==> src/rtl/mips_ctrl_pkg.sv <==
// Shared encodings for the multi-cycle MIPS control unit: opcodes, FSM states,
// and the datapath select codes driven by the controller.
package mips_ctrl_pkg;

  localparam logic [5:0] OP_R    = 6'b000000;
  localparam logic [5:0] OP_LW   = 6'b100011;
  localparam logic [5:0] OP_SW   = 6'b101011;
  localparam logic [5:0] OP_BEQ  = 6'b000100;
  localparam logic [5:0] OP_BNE  = 6'b000101;
  localparam logic [5:0] OP_J    = 6'b000010;
  localparam logic [5:0] OP_ADDI = 6'b001000;
  localparam logic [5:0] OP_ANDI = 6'b001100;
  localparam logic [5:0] OP_ORI  = 6'b001101;
  localparam logic [5:0] OP_SLTI = 6'b001010;

  typedef enum logic [3:0] {
    S_FETCH  = 4'd0,
    S_DECODE = 4'd1,
    S_MEMADR = 4'd2,
    S_MEMRD  = 4'd3,
    S_MEMWB  = 4'd4,
    S_MEMWR  = 4'd5,
    S_EXEC   = 4'd6,
    S_ALUWB  = 4'd7,
    S_BRANCH = 4'd8,
    S_JUMP   = 4'd9,
    S_IMMEX  = 4'd10,
    S_IMMWB  = 4'd11
  } state_t;

  localparam logic [1:0] ALUOP_ADD   = 2'b00;
  localparam logic [1:0] ALUOP_SUB   = 2'b01;
  localparam logic [1:0] ALUOP_FUNCT = 2'b10;
  localparam logic [1:0] ALUOP_IMM   = 2'b11;

  localparam logic [1:0] PCSRC_ALU    = 2'b00;
  localparam logic [1:0] PCSRC_ALUOUT = 2'b01;
  localparam logic [1:0] PCSRC_JUMP   = 2'b10;

  localparam logic [1:0] SRCB_REG   = 2'b00;
  localparam logic [1:0] SRCB_FOUR  = 2'b01;
  localparam logic [1:0] SRCB_IMM   = 2'b10;
  localparam logic [1:0] SRCB_BROFF = 2'b11;

endpackage

==> src/rtl/opcode_dispatch.sv <==
// DECODE-state dispatch: picks the next state from the opcode and flags
// opcodes that are undecodable under the current feature set.
module opcode_dispatch
  import mips_ctrl_pkg::*;
#(
  parameter bit ENABLE_IMM = 1'b1,
  parameter bit ENABLE_BNE = 1'b1
) (
  input  logic [5:0] opcode_i,
  output state_t     next_state_o,
  output logic       illegal_o
);

  always_comb begin
    next_state_o = S_FETCH;
    illegal_o    = 1'b0;
    case (opcode_i)
      OP_LW, OP_SW: next_state_o = S_MEMADR;
      OP_R:         next_state_o = S_EXEC;
      OP_BEQ:       next_state_o = S_BRANCH;
      OP_J:         next_state_o = S_JUMP;
      OP_BNE: begin
        if (ENABLE_BNE) next_state_o = S_BRANCH;
        else            illegal_o    = 1'b1;
      end
      OP_ADDI, OP_ANDI, OP_ORI, OP_SLTI: begin
        if (ENABLE_IMM) next_state_o = S_IMMEX;
        else            illegal_o    = 1'b1;
      end
      default: illegal_o = 1'b1;
    endcase
  end

endmodule

==> src/rtl/multicycle_control.sv <==
// Multi-cycle MIPS main control FSM: sequences the shared ALU/memory datapath,
// stalls on mem_ready, and counts retired instructions.
module multicycle_control
  import mips_ctrl_pkg::*;
#(
  parameter bit ENABLE_IMM = 1'b1,
  parameter bit ENABLE_BNE = 1'b1,
  parameter int CNT_W      = 32
) (
  input  logic             clk,
  input  logic             reset,
  input  logic [5:0]       opcode,
  input  logic             mem_ready,
  output logic             PCWrite,
  output logic             PCWriteCond,
  output logic             BranchNE,
  output logic             IorD,
  output logic             MemRead,
  output logic             MemWrite,
  output logic             IRWrite,
  output logic             MemtoReg,
  output logic             RegDst,
  output logic             RegWrite,
  output logic             ALUSrcA,
  output logic [1:0]       ALUSrcB,
  output logic [1:0]       ALUOp,
  output logic [1:0]       PCSource,
  output logic [3:0]       state,
  output logic             illegal_op,
  output logic [CNT_W-1:0] retired
);

  state_t             state_q, state_d, disp_state_s, out_state_s;
  logic               disp_illegal_s, retire_s;
  logic [CNT_W-1:0]   retired_q, retired_d;

  opcode_dispatch #(
    .ENABLE_IMM(ENABLE_IMM),
    .ENABLE_BNE(ENABLE_BNE)
  ) u_dispatch (
    .opcode_i    (opcode),
    .next_state_o(disp_state_s),
    .illegal_o   (disp_illegal_s)
  );

  always_ff @(posedge clk) begin
    if (reset) begin
      state_q   <= S_FETCH;
      retired_q <= '0;
    end else begin
      state_q   <= state_d;
      retired_q <= retired_d;
    end
  end

  // Final states retire into FETCH; MEMWR only retires once memory accepts.
  always_comb begin
    state_d  = state_q;
    retire_s = 1'b0;
    case (state_q)
      S_FETCH:  if (mem_ready) state_d = S_DECODE;
      S_DECODE: state_d = disp_state_s;
      S_MEMADR: state_d = (opcode == OP_SW) ? S_MEMWR : S_MEMRD;
      S_MEMRD:  if (mem_ready) state_d = S_MEMWB;
      S_MEMWR: begin
        if (mem_ready) begin
          state_d  = S_FETCH;
          retire_s = 1'b1;
        end
      end
      S_EXEC:   state_d = S_ALUWB;
      S_IMMEX:  state_d = S_IMMWB;
      S_MEMWB, S_ALUWB, S_BRANCH, S_JUMP, S_IMMWB: begin
        state_d  = S_FETCH;
        retire_s = 1'b1;
      end
      default:  state_d = S_FETCH;
    endcase
    retired_d = retire_s ? (retired_q + {{(CNT_W-1){1'b0}}, 1'b1}) : retired_q;
  end

  // While reset is high the outputs show FETCH selects with all strobes low.
  assign out_state_s = reset ? S_FETCH : state_q;

  always_comb begin
    PCWrite     = 1'b0;
    PCWriteCond = 1'b0;
    BranchNE    = 1'b0;
    IorD        = 1'b0;
    MemRead     = 1'b0;
    MemWrite    = 1'b0;
    IRWrite     = 1'b0;
    MemtoReg    = 1'b0;
    RegDst      = 1'b0;
    RegWrite    = 1'b0;
    ALUSrcA     = 1'b0;
    ALUSrcB     = SRCB_REG;
    ALUOp       = ALUOP_ADD;
    PCSource    = PCSRC_ALU;
    illegal_op  = 1'b0;
    case (out_state_s)
      S_FETCH: begin
        MemRead = ~reset;
        IRWrite = mem_ready & ~reset;
        PCWrite = mem_ready & ~reset;
        ALUSrcB = SRCB_FOUR;
      end
      S_DECODE: begin
        ALUSrcB    = SRCB_BROFF;
        illegal_op = disp_illegal_s;
      end
      S_MEMADR: begin
        ALUSrcA = 1'b1;
        ALUSrcB = SRCB_IMM;
      end
      S_MEMRD: begin
        IorD    = 1'b1;
        MemRead = 1'b1;
      end
      S_MEMWB: begin
        MemtoReg = 1'b1;
        RegWrite = 1'b1;
      end
      S_MEMWR: begin
        IorD     = 1'b1;
        MemWrite = 1'b1;
      end
      S_EXEC: begin
        ALUSrcA = 1'b1;
        ALUOp   = ALUOP_FUNCT;
      end
      S_ALUWB: begin
        RegDst   = 1'b1;
        RegWrite = 1'b1;
      end
      S_BRANCH: begin
        ALUSrcA     = 1'b1;
        ALUOp       = ALUOP_SUB;
        PCWriteCond = 1'b1;
        PCSource    = PCSRC_ALUOUT;
        BranchNE    = (opcode == OP_BNE);
      end
      S_JUMP: begin
        PCWrite  = 1'b1;
        PCSource = PCSRC_JUMP;
      end
      S_IMMEX: begin
        ALUSrcA = 1'b1;
        ALUSrcB = SRCB_IMM;
        ALUOp   = ALUOP_IMM;
      end
      S_IMMWB:  RegWrite = 1'b1;
      default:  PCWrite = 1'b0;
    endcase
  end

  assign state   = state_q;
  assign retired = retired_q;

endmodule

==> config.mk <==
export PLATFORM = sky130hd
export DESIGN_NAME = multicycle_control
export DESIGN_NICKNAME = d
export VERILOG_FILES = /design/src/rtl/mips_ctrl_pkg.sv /design/src/rtl/opcode_dispatch.sv /design/src/rtl/multicycle_control.sv
export SDC_FILE = /design/constraint.sdc
export NUM_CORES = 1
export LEC_CHECK = 0
export ABC_CLOCK_PERIOD_IN_PS = 4000
export BUFFER_PORTS_ARGS = -buffer_cell sky130_fd_sc_hd__buf_2
export CAP_MARGIN = 20
export CORE_UTILIZATION = 26
export CTS_CLUSTER_SIZE = 28
export DETAILED_ROUTE_END_ITERATION = 16
export PLACE_DENSITY = 0.48
export SKIP_LAST_GASP = 1
export SYNTH_ARGS = -nofsm -noshare
export SYNTH_HDL_FRONTEND = slang
export SYNTH_SLANG_ARGS = --single-unit
==> constraint.sdc <==
create_clock -name clk -period 4 [get_ports clk]
set_input_delay 0.8 -clock clk [delete_from_list [all_inputs] [get_ports clk]]
set_output_delay 0.8 -clock clk [all_outputs]
set_load 0.03 [all_outputs]
==> results of run 1 <==
-- routing by layer --
| layer | global-route usage | routed length [µm] | up-vias |
|---|---|---|---|
| met2 | 0.1972 | 2194 | 41 |
| met1 | 0.1800 | 2669 | 914 |
| li1 | - | - | 1012 |
| met3 | 0.02538 | 159 | 7 |
| met4 | 0.04435 | 63 | 0 |
| met5 | 0 | 0 | - |
-- power groups by stage --
stage                     Sequential [W]  Clock [W]  Combinational [W]
after floorplan                 0.000374          0          0.0000537
after global placement          0.000379          0          0.0000719
after detailed placement        0.000378          0          0.0000717
after CTS                       0.000370   0.000361          0.0000719
after global routing            0.000371   0.000378          0.0000785
final                           0.000370   0.000350          0.0000713
-- registers in the layout, summed over array words and instances (netlist names) --
register and count:
retired 32, state 4
-- tightest hold or removal path, cell delays in order, from the launching register on --
cell and delay [ps]:
dfxtp_1 330, o21ai_0 80, a21oi_1 60
-- area by class of cell --
cell class,count,share of cell area
Inverter,4,0.005952
Clock buffer,7,0.03819
Sequential cell,36,0.2857
Clock inverter,1,0.01190
Multi-Input combinational cell,201,0.4831
Tap cell,99,0.04911
Timing Repair Buffer,63,0.1260
-- cells in the final DEF (no fill, tap or decap), types with 4 or more instances in the layout --
cell,synthesis,layout
a21oi_1,12,12
nor2b_1,4,4
or3_1,7,7
xor2_1,23,23
dfxtp_1,36,36
nor4_1,4,4
nor2_1,41,41
nor3_1,12,12
xnor2_1,4,4
buf_2,4,62
o21ai_0,10,10
nand3_1,13,13
and3_1,7,7
inv_1,4,4
nand2b_1,4,4
clkbuf_8,0,7
nand4_1,15,15
nand2_1,16,16
-- stage by stage --
| stage | utilization | power, W | area [µm²] | std cells |
|---|---|---|---|---|
| finish | 0.3423 | 0.0007909 | 2522 | 411 |
| global route | 0.3423 | 0.0008281 | 2522 | 411 |
| CTS | 0.3423 | 0.0008027 | 2522 | 411 |
| detailed placement | 0.3251 | 0.0004499 | 2396 | 403 |
| global placement | 0.3251 | 0.0004505 | 2396 | 403 |
| floorplan | - | 0.0004277 | 2023 | 257 |
-- worst min-delay path by stage --
stage | cells after the start | end | start
global placement | 2 | retired[31]$_SDFFE_PP0P_ | retired[31]$_SDFFE_PP0P_
global route | 2 | retired[30]$_SDFFE_PP0P_ | retired[30]$_SDFFE_PP0P_
CTS | 2 | retired[21]$_SDFFE_PP0P_ | retired[21]$_SDFFE_PP0P_
detailed placement | 2 | retired[31]$_SDFFE_PP0P_ | retired[31]$_SDFFE_PP0P_
finish | 2 | retired[29]$_SDFFE_PP0P_ | retired[29]$_SDFFE_PP0P_
floorplan | 2 | retired[31]$_SDFFE_PP0P_ | retired[31]$_SDFFE_PP0P_
-- kinds of logic (layout without fill, tap and decap cells) --
kind of cell | count (synthesis) | after routing
and+or+nand+nor | 138 | 138
DFF | 36 | 36
AOI/OAI and AO/OA | 34 | 34
xor gates and xnor gates | 27 | 27
buffers and inverters | 20 | 75
adders and majority gates | 1 | 1
muxes | 1 | 1
==> impl_metrics.env, run 1 <==
export IMPL_rsz0062_at_grt="false"
export IMPL_p_int_w=0.0006037
export IMPL_comb_power_share=0.090
export IMPL_ys_warn_count=0
export IMPL_finalHoldViolCount=0
export IMPL_synth_xor_area_frac=0.1169
export IMPL_fin_crit_sh=0.7765
export IMPL_clockPowerShare=0.442
export IMPL_ys_types=42
export IMPL_root_buffer="clkbuf_8"
export IMPL_cts_tree="done"
export IMPL_clock_path_buffers=2
export IMPL_crit_slowest_cell="or3_1"
export IMPL_num_vias=1974
export IMPL_synthCells=257
export IMPL_gp_congestion=0.7279
export IMPL_fin_setup_tns_ps=0
export IMPL_htreeDepth=2
export IMPL_synth_top_area_share=0.3562
export IMPL_syn_nets=267
export IMPL_cp_depth=5
export IMPL_ys_ff_latch=36
export IMPL_synth_top_family_by_area="simple AND/OR/NAND/NOR gates"
export IMPL_finalWirelength_mm=5.087
export IMPL_grt_pass1_wl_mm=8.652
export IMPL_multi_input_area_um2=1219
export IMPL_n_antenna_cell=0
export IMPL_r2r_cells=6
export IMPL_crit_fanout=42
export IMPL_synth_compound_area_frac=0.1138
export IMPL_r2r_start="state[1]$_SDFFE_PP0P_"
export IMPL_reg2reg_slack_ps=1530
export IMPL_post_cts_setup_buffers=0
export IMPL_crit_chain="buf_2 -> or3_1 -> nor4b_1 -> or2_2 -> buf_2"
export IMPL_antenna_found_initial=0
export IMPL_critical_path_class="in2out"
export IMPL_critical_path_max_stage_delay_ps=450
export IMPL_register_area_um2=720.7
export IMPL_setup_viol=0
export IMPL_fin_crit_ps=3106
export IMPL_ctsHoldBuffers=0
export IMPL_drc=0
export IMPL_setup_worst_path_start_class="primary input"
export IMPL_relSlewSlack=0.4914
export IMPL_switching_power_w=0.0001872
export IMPL_min_path_type="reg2reg"
export IMPL_dp_hpwl_mm=3.493
export IMPL_vias_per_cell=4.803
export IMPL_critPathBufInv=2
export IMPL_fin_nets=321
export IMPL_endpoint="PCWrite"
export IMPL_drtIter0Drc=103
export IMPL_core_um2=7370
export IMPL_worstPathArrival_ps=2310
export IMPL_grt_overflow=0
export IMPL_grt_max_degree=43
export IMPL_synth_area_leaders="dfxtp_1 (36%), xor2_1 (10%), nor2_1 (7.6%), nand4_1 (4.6%), nand3_1 (3.2%)"
export IMPL_cts_repair_resized=0
export IMPL_crit_required_ps=3200
export IMPL_grt_pass1_vias=1746
export IMPL_finalMaxSlewViolations=0
export IMPL_worst_pin_slew_ps=762.9
export IMPL_seq_area_frac_synth=0.3562
export IMPL_dp_slack_ps=852.1
export IMPL_cp_end_kind="output port"
export IMPL_crit_path_frequent_cell="buf_2"
export IMPL_cp_top_family="simple AND/OR/NAND/NOR gates"
export IMPL_yosys_area_share_simple=0.3605
export IMPL_initial_core_util=0.2745
export IMPL_finClkSkew_ps=6.002
export IMPL_die_w_um=90.21
export IMPL_max_cap_violations=0
export IMPL_die_area_um2=8138
export IMPL_fmax_mhz=322.0
export IMPL_clk_latency_ps=290
export IMPL_vdd_drop_max_mv=0.1164
export IMPL_rows=31
export IMPL_fp_dieH_um=90.21
export IMPL_fillerInstances=800
export IMPL_leakage_nw=1.066
export IMPL_clk_pin_slew_ps=70
export IMPL_synthAdderAreaFrac=0.006184
export IMPL_place_port_buffers=62
export IMPL_firstDrtPassIters=4
export IMPL_yosysMostFrequentCell="nor2_1"
export IMPL_ys_async_sr_fraction=0
export IMPL_powerDensity_nw_per_um2=313.5
export IMPL_area_delta_synth_final_pct=24.68
export IMPL_grt_use_total=0.1291
export IMPL_synth_common_cells="nor2_1 (41), dfxtp_1 (36), xor2_1 (23)"
export IMPL_drtAntennaViolNets=0
export IMPL_wl_per_cell_um=12.38
export IMPL_synthFlopType="dfxtp_1"
export IMPL_avgSynthCellArea_um2=7.872
export IMPL_numCtsBuffers=5
export IMPL_whs_ps=517.2
export IMPL_fin_ws_ps=894.1
export IMPL_yosys_area_top_type="dfxtp_1"
export IMPL_cts_num_sinks=36
export IMPL_crit_start="reset"
export IMPL_syn_area_um2=2023
export IMPL_synth_mux_area_frac=0.004947
export IMPL_drive_above_1_share=0.2500
export IMPL_swShare=0.2366
export IMPL_seqPwrFrac=0.468
export IMPL_timing_rr_end="retired[25]$_SDFFE_PP0P_"
export IMPL_synth_edf_count=0
export IMPL_boundaryPins=63
export IMPL_outcome="finished clean"
(Power assumes the default switching activity.)
==> inputs of run 2 (changes only) <==
--- a/config.mk
+++ b/config.mk
@@ -5,13 +5,13 @@
 export SDC_FILE = /design/constraint.sdc
 export NUM_CORES = 1
 export LEC_CHECK = 0
-export ABC_CLOCK_PERIOD_IN_PS = 4000
+export ABC_CLOCK_PERIOD_IN_PS = 2800
 export BUFFER_PORTS_ARGS = -buffer_cell sky130_fd_sc_hd__buf_2
 export CAP_MARGIN = 20
 export CORE_UTILIZATION = 26
 export CTS_CLUSTER_SIZE = 28
 export DETAILED_ROUTE_END_ITERATION = 16
-export PLACE_DENSITY = 0.48
+export PLACE_DENSITY = 0.5
 export SKIP_LAST_GASP = 1
 export SYNTH_ARGS = -nofsm -noshare
 export SYNTH_HDL_FRONTEND = slang
==> constraint.sdc (replaced) <==
create_clock -name clk -period 2.8 [get_ports clk]
set_input_delay 0.56 -clock clk [delete_from_list [all_inputs] [get_ports clk]]
set_output_delay 0.56 -clock clk [all_outputs]
set_load 0.03 [all_outputs]
==> run 2 against run 1 <==
  * Via count up 0.86%
  * Worst hold slack worse by 17 ps
  * Critical path depth is the same
  * Sequential power grew 42%
  * Setup slack got worse by 580 ps
  * Flip-flop and latch count stayed put
  * Cell area rose by 0.40%
  * Die area unchanged
  * Register-to-register slack got worse by 970 ps
  * Total power up 29%
  * Cell count increased by 1.2%
  * Critical endpoint unchanged
  * Largest cell class unchanged
==> impl_metrics.env, run 2 (synthesis gave the netlist of run 1 again) <==
export IMPL_fin_crit_ps=2483
export IMPL_grt_pass1_vias=1782
export IMPL_finClkSkew_ps=5.857
export IMPL_vias_per_cell=4.786
export IMPL_area_delta_synth_final_pct=25.17
export IMPL_grt_max_degree=36
export IMPL_setup_worst_path_start_class="flip-flop"
export IMPL_powerDensity_nw_per_um2=403.8
export IMPL_drive_above_1_share=0.2650
export IMPL_crit_required_ps=2240
export IMPL_wl_per_cell_um=12.50
export IMPL_rows=31
export IMPL_final_common_cell="buf_2"
export IMPL_cts_tree="done"
export IMPL_min_path_type="reg2reg"
export IMPL_root_buffer="clkbuf_8"
export IMPL_swShare=0.2672
export IMPL_leakage_nw=1.080
export IMPL_die_w_um=90.21
export IMPL_numCtsBuffers=5
export IMPL_critical_path_class="reg2out"
export IMPL_antenna_found_initial=0
export IMPL_outcome="finished clean"
export IMPL_p_int_w=0.0007493
export IMPL_layout_common_cells="buf_2 (62), nor2_1 (41), dfxtp_1 (36), xor2_1 (23), nand2_1 (16)"
export IMPL_drc=0
export IMPL_clk_latency_ps=290
export IMPL_dp_hpwl_mm=3.644
export IMPL_cts_repair_resized=0
export IMPL_setup_viol=0
export IMPL_finalMaxSlewViolations=0
export IMPL_firstDrtPassIters=4
export IMPL_gp_congestion=0.7026
export IMPL_place_port_buffers=62
export IMPL_fin_nets=326
export IMPL_switching_power_w=0.0002732
export IMPL_fmax_mhz=402.8
export IMPL_clockPowerShare=0.377
export IMPL_n_antenna_cell=0
export IMPL_worstPathArrival_ps=1920
export IMPL_reg2reg_slack_ps=560
export IMPL_boundaryPins=63
export IMPL_timing_rr_end="retired[25]$_SDFFE_PP0P_"
export IMPL_grt_pass1_wl_mm=8.569
export IMPL_dp_slack_ps=522.7
export IMPL_whs_ps=500.6
export IMPL_clk_pin_slew_ps=70
export IMPL_die_area_um2=8138
export IMPL_hold_start="retired[31]$_SDFFE_PP0P_"
export IMPL_comb_power_share=0.111
export IMPL_rsz0062_at_grt="false"
export IMPL_vdd_drop_max_mv=0.1787
export IMPL_final_util=0.3436
export IMPL_grt_use_total=0.1280
export IMPL_worst_pin_slew_ps=537.5
export IMPL_drtAntennaViolNets=0
export IMPL_htreeDepth=2
export IMPL_grt_overflow=0
export IMPL_finalWirelength_mm=5.199
export IMPL_drtIter0Drc=81
export IMPL_fin_ws_ps=317.2
export IMPL_relSlewSlack=0.6383
export IMPL_max_cap_violations=0
export IMPL_hold_path_endpoint="retired[31]$_SDFFE_PP0P_"
export IMPL_seqPwrFrac=0.513
export IMPL_fin_setup_tns_ps=0
export IMPL_ctsHoldBuffers=0
export IMPL_num_vias=1991
export IMPL_post_cts_setup_buffers=0
export IMPL_r2r_cells=5
export IMPL_fp_dieH_um=90.21
export IMPL_largest_reg_flops=32
export IMPL_clock_path_buffers=2
export IMPL_hold_depth=2
export IMPL_core_um2=7370
export IMPL_initial_core_util=0.2745
export IMPL_cts_num_sinks=36
export IMPL_fin_crit_sh=0.8867
export IMPL_finalHoldViolCount=0
export IMPL_r2r_start="retired[8]$_SDFFE_PP0P_"
export IMPL_cp_end_kind="output port"
export IMPL_crit_fanout=10
-- run 2: through the flow --
| stage | instance area (µm²) | total power, W | std cells |
|---|---|---|---|
| detailed placement | 2440 | 0.0006495 | 408 |
| floorplan | 2029 | 0.0006122 | 257 |
| global placement | 2440 | 0.0006514 | 408 |
| CTS | 2532 | 0.001041 | 416 |
| finish | 2532 | 0.001023 | 416 |
| global route | 2532 | 0.001074 | 416 |
-- run 2: worst max-delay path by stage --
stage / slack, ps / depth (start not counted) / from / endpoint
final: 320 / 5 / state[3]$_SDFFE_PP0P_ / PCWrite
after global routing: 180 / 5 / state[3]$_SDFFE_PP0P_ / PCWrite
after CTS: 290 / 5 / state[3]$_SDFFE_PP0P_ / PCWrite
after detailed placement: 520 / 6 / opcode[3] / illegal_op
after global placement: 550 / 6 / opcode[3] / illegal_op
after floorplan: 9 / 4 / state[3]$_SDFFE_PP0P_ / BranchNE
-- run 2: critical path, cell delays in order (launching register included) --
cell and delay [ps]:
dfxtp_1 400, buf_4 210, or3_1 420, nor4b_2 280
or2_2 150, buf_2 180
-- run 2: final cells by class --
class	instances	area (µm²)
clock buffers	6	82.58
clock inverters	2	10.01
fillers	827	4837
inverters	4	15.01
multi-input cells	201	1225
flip-flops and latches	36	720.7
well taps	99	123.9
repair buffers	68	355.3
-- run 2: power by group through the flow --
stage	Combinational, W	Sequential [W]	Clock, W
3_5_place_dp	0.000114	0.000536	0
6_report	0.000113	0.000524	0.000385
2_1_floorplan	0.0000778	0.000534	0
3_3_place_gp	0.000115	0.000536	0
4_1_cts	0.000114	0.000524	0.000403
5_1_grt	0.000124	0.000525	0.000425
-- run 2: layer usage --
layer	part of all wire	routed length (µm)	global-route usage
met2	0.44	2273	0.1940
met3	0.038	200	0.03130
met5	0	0	0
met1	0.51	2662	0.1759
met4	0.012	62	0.04435
==> inputs of run 3 (changes only) <==
--- a/config.mk
+++ b/config.mk
@@ -11,7 +11,7 @@
 export CORE_UTILIZATION = 26
 export CTS_CLUSTER_SIZE = 28
 export DETAILED_ROUTE_END_ITERATION = 16
-export PLACE_DENSITY = 0.5
+export PLACE_DENSITY_LB_ADDON = 0.3
 export SKIP_LAST_GASP = 1
 export SYNTH_ARGS = -nofsm -noshare
 export SYNTH_HDL_FRONTEND = slang
==> run 3 against run 2 <==
  * Maximum frequency decreased by 3.6%
  * Sequential share of layout area increased by 0.20 points
  * Routed wire length is 1.2% higher
  * Die area stayed put
  * Via count rose by 1.1%
  * Cell area is 0.69% lower
  * Combinational power about the same
  * Critical endpoint is now RegWrite
  * Sequential power hardly changed
  * Total power down 0.23%
  * Non-clock buffer count fell by 2
  * Critical path depth fell by 1
==> impl_metrics.env, run 3 (synthesis gave the netlist of run 1 again) <==
export IMPL_grt_use_total=0.1299
export IMPL_crit_fanout=18
export IMPL_worstPathArrival_ps=2010
export IMPL_setup_worst_path_start_class="flip-flop"
export IMPL_antenna_found_initial=0
export IMPL_crit_required_ps=2240
export IMPL_fp_dieH_um=90.21
export IMPL_finalPower_w=0.001020
export IMPL_fmax_mhz=388.4
export IMPL_num_vias=2013
export IMPL_whs_ps=500.0
export IMPL_layout_common_cells="buf_2 (62), nor2_1 (41), dfxtp_1 (36), xor2_1 (23), nand2_1 (16)"
export IMPL_worst_pin_slew_ps=580.2
export IMPL_outcome="finished clean"
export IMPL_htreeDepth=2
export IMPL_clk_pin_slew_ps=70
export IMPL_n_antenna_cell=0
export IMPL_rsz0062_at_grt="false"
export IMPL_drc=0
export IMPL_cts_tree="done"
export IMPL_finalMaxSlewViolations=0
export IMPL_min_path_type="reg2reg"
export IMPL_fin_setup_tns_ps=0
export IMPL_wl_per_cell_um=12.71
export IMPL_rows=31
export IMPL_finalWirelength_mm=5.262
export IMPL_hold_depth=2
export IMPL_die_area_um2=8138
export IMPL_grt_pass1_vias=1882
export IMPL_root_buffer="clkbuf_8"
export IMPL_gp_congestion=0.7484
export IMPL_drtIter0Drc=105
export IMPL_relSlewSlack=0.6127
export IMPL_dp_hpwl_mm=3.613
export IMPL_area_delta_synth_final_pct=24.30
export IMPL_fin_nets=324
export IMPL_core_um2=7370
export IMPL_fin_crit_ps=2575
export IMPL_cp_end_kind="output port"
export IMPL_die_w_um=90.21
export IMPL_vias_per_cell=4.862
export IMPL_ctsHoldBuffers=0
export IMPL_cts_repair_resized=0
export IMPL_grt_overflow=0
export IMPL_fin_crit_sh=0.9195
export IMPL_grt_pass1_wl_mm=8.769
export IMPL_boundaryPins=63
export IMPL_numCtsBuffers=5
export IMPL_firstDrtPassIters=4
export IMPL_leakage_nw=1.064
export IMPL_max_cap_violations=0
export IMPL_critical_path_class="reg2out"
export IMPL_setup_viol=0
export IMPL_drtAntennaViolNets=0
export IMPL_post_cts_setup_buffers=0
export IMPL_initial_core_util=0.2745
export IMPL_clock_path_buffers=2
export IMPL_crit_chain="or4b_2 -> o21ai_0 -> nor2b_1 -> buf_2"
export IMPL_place_port_buffers=62
export IMPL_final_common_cell="buf_2"
export IMPL_finClkSkew_ps=7.064
export IMPL_largest_reg_flops=32
export IMPL_cts_num_sinks=36
export IMPL_crit_slowest_cell="dfxtp_1"
export IMPL_drive_above_1_share=0.2540
export IMPL_vdd_drop_max_mv=0.1748
export IMPL_finalHoldViolCount=0
export IMPL_grt_max_degree=40
export IMPL_powerDensity_nw_per_um2=405.6
export IMPL_clk_latency_ps=290
export IMPL_r2r_cells=6
export IMPL_critical_path_max_stage_delay_ps=690
[run 3: cell count changes in the layout (fill, tap and decap cells not counted)]
cell,previous run,this run
clkbuf_1,0,2
clkinv_2,2,0
buf_4,6,4
[run 3: per-layer routing]
| metal | part of all wire | wire (µm) | global-route usage | up-vias |
|---|---|---|---|---|
| li1 | - | - | - | 1018 |
| met1 | 0.47 | 2475 | 0.1680 | 936 |
| met2 | 0.47 | 2474 | 0.2131 | 59 |
| met3 | 0.059 | 312 | 0.03807 | 0 |
| met4 | 0 | 0 | 0.02823 | 0 |
| met5 | 0 | 0 | 0 | - |
[run 3: final timing paths]
path	start	end	slack, ps
min	retired[31]$_SDFFE_PP0P_	retired[31]$_SDFFE_PP0P_	500
min reg2reg	retired[31]$_SDFFE_PP0P_	retired[31]$_SDFFE_PP0P_	500
max reg2reg	state[2]$_SDFFE_PP0P_	retired[30]$_SDFFE_PP0P_	490
max	state[2]$_SDFFE_PP0P_	RegWrite	230
[run 3: power by group]
group          total [W]  switching [W]  internal (W)
logic           0.000113      0.0000753     0.0000380
registers       0.000523     0.00000841      0.000515
clock network   0.000384       0.000183      0.000201
total            0.00102       0.000267      0.000754
[run 3: stage by stage]
| step | setup slack, ps | instances | utilization | cell area (µm²) |
|---|---|---|---|---|
| after global placement | 528.7 | 406 | 0.3290 | 2425 |
| after CTS | 198.9 | 414 | 0.3413 | 2515 |
| final | 225.3 | 414 | 0.3413 | 2515 |
| after global routing | 73.62 | 414 | 0.3413 | 2515 |
| after detailed placement | 509.3 | 406 | 0.3290 | 2425 |
| after floorplan | 9.133 | 257 | - | 2029 |
[run 3: cell type report]
class	count	area, µm²
Clock buffer	8	90.09
Fill cell	813	4855
Inverter	4	15.01
Timing Repair Buffer	66	340.3
Multi-Input combinational cell	201	1225
Tap cell	99	123.9
Sequential cell	36	720.7
[run 3: worst max-delay path: cells and delay by family (launching register included)]
family	cells	cell delay, ps
and+or+nand+nor	2	760
DFF	1	690
buffers and inverters	1	200
AOI/OAI and AO/OA	1	80
